<file path="config.mk">
export PLATFORM = sky130hd
export DESIGN_NAME = fu_issue_scoreboard_flat
export DESIGN_NICKNAME = d
export VERILOG_FILES = /design/src/rtl/fu_sched_pkg.sv /design/src/rtl/fu_issue_scoreboard_if.sv /design/src/rtl/fu_issue_scoreboard_slot.sv /design/src/rtl/fu_issue_scoreboard.sv /design/src/flat_wrapper.sv
export SDC_FILE = /design/constraint.sdc
export NUM_CORES = 1
export LEC_CHECK = 0
export CORE_UTILIZATION = 50
export DETAILED_ROUTE_END_ITERATION = 6
export PLACE_DENSITY = 0.8
export SLEW_MARGIN = 30
export SYNTH_ARGS = -nofsm -noshare
export SYNTH_HDL_FRONTEND = slang
export SYNTH_SLANG_ARGS = --single-unit
</file>
<file path="constraint.sdc">
create_clock -name CLK -period 4.97 [get_ports CLK]
set_input_delay 0.994 -clock CLK [delete_from_list [all_inputs] [get_ports CLK]]
set_output_delay 0.994 -clock CLK [all_outputs]
set_load 0.1 [all_outputs]
</file>
<file path="src/rtl/fu_sched_pkg.sv">
// fu_sched_pkg: shared types, constants and unit-index mapping for the issue scoreboard.
//   NUM_REGS/NUM_FU/REG_W  architectural register count, unit count, register index width
//   scalar_fu_t            decode-side unit encoding
//   slot_state_t           per-unit slot FSM state
//   FU_*                   functional unit indices (also the write-back priority order, LSU highest)
//   fu_index()             maps scalar_fu_t to the unit index
package fu_sched_pkg;
    localparam int NUM_REGS = 32;
    localparam int NUM_FU = 4;
    localparam int REG_W = $clog2(NUM_REGS);
    typedef enum logic [1:0] {
        SFU_ALU = 2'd0,
        SFU_LSU = 2'd1,
        SFU_MUL = 2'd2,
        SFU_DIV = 2'd3
    } scalar_fu_t;
    typedef enum logic [1:0] {IDLE, BUSY, WAIT} slot_state_t;
    localparam logic [1:0] FU_ARITH = 2'd0;
    localparam logic [1:0] FU_MUL = 2'd1;
    localparam logic [1:0] FU_DIV = 2'd2;
    localparam logic [1:0] FU_LSU = 2'd3;
    function automatic logic [1:0] fu_index(scalar_fu_t t);
        return t == SFU_LSU ? FU_LSU : t == SFU_MUL ? FU_MUL : t == SFU_DIV ? FU_DIV : FU_ARITH;
    endfunction
endpackage

</file>
<file path="src/rtl/fu_issue_scoreboard_if.sv">
// fu_issue_scoreboard_if: decode/unit-side bundle of the issue scoreboard.
//   master: drives issue_valid, sfu_type, reg_rs1/rs2/rd, wen, flush, fu_done;
//           receives issue_ready, fu_start, wb_valid, wb_grant, wb_rd
//   slave:  the scoreboard side, opposite directions
interface fu_issue_scoreboard_if;
    import fu_sched_pkg::*;
    logic              issue_valid;
    scalar_fu_t        sfu_type;
    logic [REG_W-1:0]  reg_rs1;
    logic [REG_W-1:0]  reg_rs2;
    logic [REG_W-1:0]  reg_rd;
    logic              wen;
    logic              flush;
    logic              issue_ready;
    logic [NUM_FU-1:0] fu_start;
    logic [NUM_FU-1:0] fu_done;
    logic              wb_valid;
    logic [NUM_FU-1:0] wb_grant;
    logic [REG_W-1:0]  wb_rd;
    modport master (
        output issue_valid, sfu_type, reg_rs1, reg_rs2, reg_rd, wen, flush, fu_done,
        input  issue_ready, fu_start, wb_valid, wb_grant, wb_rd
    );
    modport slave (
        input  issue_valid, sfu_type, reg_rs1, reg_rs2, reg_rd, wen, flush, fu_done,
        output issue_ready, fu_start, wb_valid, wb_grant, wb_rd
    );
endinterface

</file>
<file path="src/rtl/fu_issue_scoreboard_slot.sv">
// fu_slot: one in-flight operation tracker per functional unit (IDLE -> BUSY -> WAIT -> IDLE).
//   CLK, nRST   clock, asynchronous active-low reset
//   i_start     issue pulse for this unit; latches i_rd / i_wen
//   i_done      unit result valid; only honoured in BUSY
//   i_grant     write port granted to this slot
//   o_idle      slot can accept a new operation
//   o_req_wb    slot holds a result waiting for the write port
//   o_rd        latched destination register
module fu_slot
    import fu_sched_pkg::*;
(
    input  logic             CLK,
    input  logic             nRST,
    input  logic             i_start,
    input  logic             i_wen,
    input  logic             i_done,
    input  logic             i_grant,
    input  logic [REG_W-1:0] i_rd,
    output logic             o_idle,
    output logic             o_req_wb,
    output logic [REG_W-1:0] o_rd
);
    slot_state_t      r_state;
    logic [REG_W-1:0] r_rd;
    logic             r_wen;
    always_ff @(posedge CLK or negedge nRST) begin
        if (!nRST) begin
            r_state <= IDLE;
            r_rd <= '0;
            r_wen <= 1'b0;
        end else begin
            case (r_state)
                IDLE: if (i_start) begin
                    r_state <= BUSY;
                    r_rd <= i_rd;
                    r_wen <= i_wen && i_rd != '0;
                end
                // results with no register destination never compete for the write port
                BUSY: if (i_done) r_state <= r_wen ? WAIT : IDLE;
                WAIT: if (i_grant) r_state <= IDLE;
                default: r_state <= IDLE;
            endcase
        end
    end
    assign o_idle = r_state == IDLE;
    assign o_req_wb = r_state == WAIT;
    assign o_rd = r_rd;
endmodule

</file>
<file path="src/rtl/fu_issue_scoreboard.sv">
// fu_issue_scoreboard: hazard-checking issue control plus register-file write-port arbitration.
//   CLK, nRST  clock, asynchronous active-low reset
//   bus        slave side of fu_issue_scoreboard_if (issue request/accept, unit start/done,
//              write-back grant and destination)
module fu_issue_scoreboard
    import fu_sched_pkg::*;
(
    input  logic                  CLK,
    input  logic                  nRST,
    fu_issue_scoreboard_if.slave  bus
);
    logic [NUM_REGS-1:0] r_pend;
    logic [NUM_REGS-1:0] w_clr;
    logic [NUM_REGS-1:0] w_set;
    logic [NUM_REGS-1:0] w_pend_eff;
    logic [NUM_FU-1:0]   w_idle;
    logic [NUM_FU-1:0]   w_req;
    logic [NUM_FU-1:0]   w_grant;
    logic [REG_W-1:0]    w_slot_rd [NUM_FU];
    logic [REG_W-1:0]    w_wb_rd;
    logic [1:0]          w_idx;
    logic                w_wen;
    logic                w_hazard;
    logic                w_ready;
    for (genvar i = 0; i < NUM_FU; i++) begin : g_slot
        fu_slot u_slot (
            .CLK      (CLK),
            .nRST     (nRST),
            .i_start  (bus.fu_start[i]),
            .i_wen    (bus.wen),
            .i_done   (bus.fu_done[i]),
            .i_grant  (w_grant[i]),
            .i_rd     (bus.reg_rd),
            .o_idle   (w_idle[i]),
            .o_req_wb (w_req[i]),
            .o_rd     (w_slot_rd[i])
        );
    end
    // highest unit index wins: LSU > DIV > MUL > ARITH
    always_comb begin
        w_grant = '0;
        w_wb_rd = '0;
        for (int i = 0; i < NUM_FU; i++) begin
            if (w_req[i]) begin
                w_grant = NUM_FU'(1) << i;
                w_wb_rd = w_slot_rd[i];
            end
        end
    end
    assign bus.wb_valid = |w_req;
    assign bus.wb_grant = w_grant;
    assign bus.wb_rd = w_wb_rd;
    // register file is write-through, so the register written this cycle is already readable
    assign w_clr = bus.wb_valid ? NUM_REGS'(1) << w_wb_rd : '0;
    assign w_pend_eff = r_pend & ~w_clr;
    assign w_idx = fu_index(bus.sfu_type);
    assign w_wen = bus.wen && bus.reg_rd != '0;
    assign w_hazard = w_pend_eff[bus.reg_rs1] | w_pend_eff[bus.reg_rs2] | (bus.wen & w_pend_eff[bus.reg_rd]);
    assign w_ready = nRST & bus.issue_valid & ~bus.flush & w_idle[w_idx] & ~w_hazard;
    assign bus.issue_ready = w_ready;
    assign bus.fu_start = w_ready ? NUM_FU'(1) << w_idx : '0;
    assign w_set = w_ready && w_wen ? NUM_REGS'(1) << bus.reg_rd : '0;
    // set is applied after clear so a re-issue to the register being written back stays pending
    always_ff @(posedge CLK or negedge nRST) begin
        if (!nRST) r_pend <= '0;
        else r_pend <= ((r_pend & ~w_clr) | w_set) & ~NUM_REGS'(1);
    end
endmodule

</file>
<file path="src/flat_wrapper.sv">
// flat-port wrapper written by rule: the top's interface ports become plain ports
module fu_issue_scoreboard_flat import fu_sched_pkg::*;
  (CLK, nRST, bus_issue_valid, bus_sfu_type, bus_reg_rs1, bus_reg_rs2, bus_reg_rd, bus_wen, bus_flush, bus_fu_done, bus_issue_ready, bus_fu_start, bus_wb_valid, bus_wb_grant, bus_wb_rd);
  fu_issue_scoreboard_if bus_i ();
  input  logic CLK;
  input  logic nRST;
  input wire logic [$bits(bus_i.issue_valid)-1:0] bus_issue_valid;
  input wire logic [$bits(bus_i.sfu_type)-1:0] bus_sfu_type;
  input wire logic [$bits(bus_i.reg_rs1)-1:0] bus_reg_rs1;
  input wire logic [$bits(bus_i.reg_rs2)-1:0] bus_reg_rs2;
  input wire logic [$bits(bus_i.reg_rd)-1:0] bus_reg_rd;
  input wire logic [$bits(bus_i.wen)-1:0] bus_wen;
  input wire logic [$bits(bus_i.flush)-1:0] bus_flush;
  input wire logic [$bits(bus_i.fu_done)-1:0] bus_fu_done;
  output wire logic [$bits(bus_i.issue_ready)-1:0] bus_issue_ready;
  output wire logic [$bits(bus_i.fu_start)-1:0] bus_fu_start;
  output wire logic [$bits(bus_i.wb_valid)-1:0] bus_wb_valid;
  output wire logic [$bits(bus_i.wb_grant)-1:0] bus_wb_grant;
  output wire logic [$bits(bus_i.wb_rd)-1:0] bus_wb_rd;
  assign bus_i.issue_valid = bus_issue_valid;
  assign bus_i.sfu_type = bus_sfu_type;
  assign bus_i.reg_rs1 = bus_reg_rs1;
  assign bus_i.reg_rs2 = bus_reg_rs2;
  assign bus_i.reg_rd = bus_reg_rd;
  assign bus_i.wen = bus_wen;
  assign bus_i.flush = bus_flush;
  assign bus_i.fu_done = bus_fu_done;
  assign bus_issue_ready = bus_i.issue_ready;
  assign bus_fu_start = bus_i.fu_start;
  assign bus_wb_valid = bus_i.wb_valid;
  assign bus_wb_grant = bus_i.wb_grant;
  assign bus_wb_rd = bus_i.wb_rd;
  fu_issue_scoreboard u_core (.CLK(CLK), .nRST(nRST), .bus(bus_i));
endmodule
</file>
==> out/results.ini <==
[logic_synthesis]
syn_area_um2=4508
yosysUniqueCellTypes=75
synth_adder_area_share_pct=1.388
synth_fp_nets=494
synth-compound-area-share_pct=23.81
synth_xor_area_share_pct=0.3886
synth-simple-area-share_pct=20.15
synth.largest_area_cell=dfrtp_1
synth_enable_flop_cells=0
ys_seq_area_share_pct=34.97
postSynthCellCount=463
synth_top_family_by_area=compound AO/OA/AOI/OAI gates
yosys_warnings=0
synth_top_area_share_pct=34.97
ys_ff_latch=63
async_reset_ff_share_pct=100.0
synthMuxAreaShare_pct=12.63
synthFlopType=dfrtp_1
avgSynthCellArea_um2=9.737
synth.area.top_cells=dfrtp_1, mux2_2, o31ai_1

[detailed_routing]
drc=0
wire_per_inst_um=26.99
wl_um=19520
firstDrtPassIters=7
vias_per_cell=7.296
postRouteAntennaNets=0
first_iter_violations=990
vias=5275

[placed_design]
gp_congestion=1.097
post_dp_cell_area_um2=5684
dp_hpwl_um=11660
port_buffers=40

[power]
leakagePower_nw=2.878
powerDensity_nw_per_um2=177.9
peakVddDrop_mv=0.1376

[min_path]
hold_path_startpoint=u_core.g_slot[3].u_slot.o_rd[4]
hp-class=flop to flop
min_to=u_core.g_slot[3].u_slot.o_rd[4]
holdPathStages=1

[final_layout]
final_nets=641
antenna_cells=0
mostFrequentLayoutCell=buf_4
drive_gt1_share_pct=46.50
final_cell_mix=buf_4, dfrtp_1, clkdlybuf4s50_1
syn_to_final_growth_pct=48.63
final_cell_area_um2=6700

[floorplan]
die_w_um=96.96
core_area_um2=8721
rows=34
initial_core_util_pct=51.69
die-area_um2=9400
die_h_um=96.96
io_pins=41

[setup_path]
r2r_start=u_core.g_slot[0].u_slot.r_state[0]
cp-start-kind=flop
r2r_setup_slack_ns=0.03
rr_worst_depth=27
worst-path-max-fanout=6
cp-startpoint=u_core.g_slot[0].u_slot.r_state[0]
crit_required_ns=3.98
r2r_end=u_core.g_slot[2].u_slot.o_rd[2]
endpoint_kind=primary output
cp.arrival_ns=4.26
crit_type=flop to primary output

[cts]
numCtsBuffers=9
cts_tree=done
clock-sinks=63
cts.clk_slew.worst_paths_ns=0.08
htree_num_levels=3
postCtsHoldBufs=0
cts_root_buf=clkbuf_8
clock_path_buffers=2
clk_latency_ns=0.35

[sta]
setup_viol=5
holdWs_ns=0.5158
clock.fmax_ghz=0.1903
hold_violations=0
relSlewSlack_pct=33.55
maxSlewViolCount=0
fin_skew_ns=0.01528
tightest_slew_ns=0.9936
fin_ws_ns=-0.2841
rsz0062_at_grt=true
period_minus_slack_ns=5.254
post-route-period-util_pct=105.7

[status]
outcome=finished, violations left
violations=negative setup slack

[global_route]
grt_antenna_before_repair=0
grt_overflow_total=0
grt_usage_pct=38.37
grt_pass1_vias=5108
grt_pass1_wl_um=27810
grt_max_degree=64

[flow_run]
cap_violations=0

[worst max path at each step]
stage,to,depth (start not counted)
CTS,bus_fu_start[2],17
floorplan,bus_fu_start[1],16
global placement,bus_fu_start[3],14
finish,bus_fu_start[2],15
global route,bus_fu_start[2],15
detailed placement,bus_fu_start[2],14
[through the flow]
step | cells | utilization [%] | worst slack (ns) | total power, mW | TNS, ns
4_1_cts | 703 | 73.46 | -0.01553 | 1.164 | -0.03251
2_1_floorplan | 463 | - | -0.3163 | 0.6371 | -1.013
5_1_grt | 723 | 76.83 | -0.4445 | 1.224 | -3.413
3_3_place_gp | 661 | 65.18 | -0.05685 | 0.7124 | -0.1956
3_5_place_dp | 661 | 65.18 | -0.1258 | 0.7164 | -0.5292
6_report | 723 | 76.83 | -0.2841 | 1.192 | -1.336
[registers in the layout, summed over array words and instances, names as in the netlist]
| register | count |
|---|---|
| u_core.g_slot.u_slot.r_state | 8 |
| u_core.g_slot.u_slot.o_rd | 20 |
| u_core.g_slot.u_slot.r_wen | 4 |
| u_core.r_pend | 31 |
[cell usage after synthesis (5+ instances only)]
master	number
dfrtp_1	63
nand2_1	30
nor2_1	29
mux2_2	28
o21ai_0	25
o31ai_1	25
clkbuf_1	20
o41ai_1	19
nand3_1	15
inv_1	14
nand2b_1	14
mux2i_1	13
buf_4	11
or3_1	8
and3b_1	7
a31oi_1	6
a31o_2	5
ha_1	5
mux4_2	5
nor2b_1	5
o22ai_1	5
[routing by layer]
metal | GRT usage (%) | part of all wire, % | vias up
met5 | 0 | 0 | -
met4 | 22.04 | 8.4 | 0
met3 | 11.92 | 14 | 190
met2 | 57.48 | 43 | 560
met1 | 48.88 | 35 | 2444
li1 | - | - | 2081
[where the power goes]
part / leakage (nW) / switching, mW / internal (mW) / total [mW]
logic: 2.07 / 0.115 / 0.0829 / 0.198
clock network: 0.0960 / 0.222 / 0.230 / 0.452
registers: 0.712 / 0.0145 / 0.527 / 0.542
[worst max-delay path, stage by stage, from the launching register on]
cell        delay, ns
dfrtp_1          0.41
buf_4            0.17
nand2b_1         0.22
o21ai_0          0.49
o31ai_1          0.22
a32oi_1          0.64
o21ai_0          0.15
buf_4            0.17
o211a_1          0.22
o21ai_0          0.13
nand4_1          0.19
o2111ai_4        0.25
or3_4            0.18
clkinvlp_4       0.12
and2_4           0.17
buf_12           0.16
[cells by family after synthesis]
family,Yosys count
compound gates,137
xor+xnor,2
fa+ha+maj,5
buf+inv,57
flops,63
mux,47
simple gates,152
[area by class of cell]
type	count	area, um^2
Multi-Input combinational cell	343	3194
Fill cell	486	2021
Sequential cell	63	1579
Timing Repair Buffer	174	1498
Tap cell	108	135.1
Clock buffer	10	127.6
Inverter	19	105.1
Clock inverter	6	61.31
[what timing repair did]
item | 4_1_cts | 5_1_grt
pin swaps | 23 | 28
buffers inserted | 27 | 21
gates resized for setup | 62 | 32
setup endpoints to repair | 5 | 29
No activity file was read; power rests on OpenSTA's default activity.
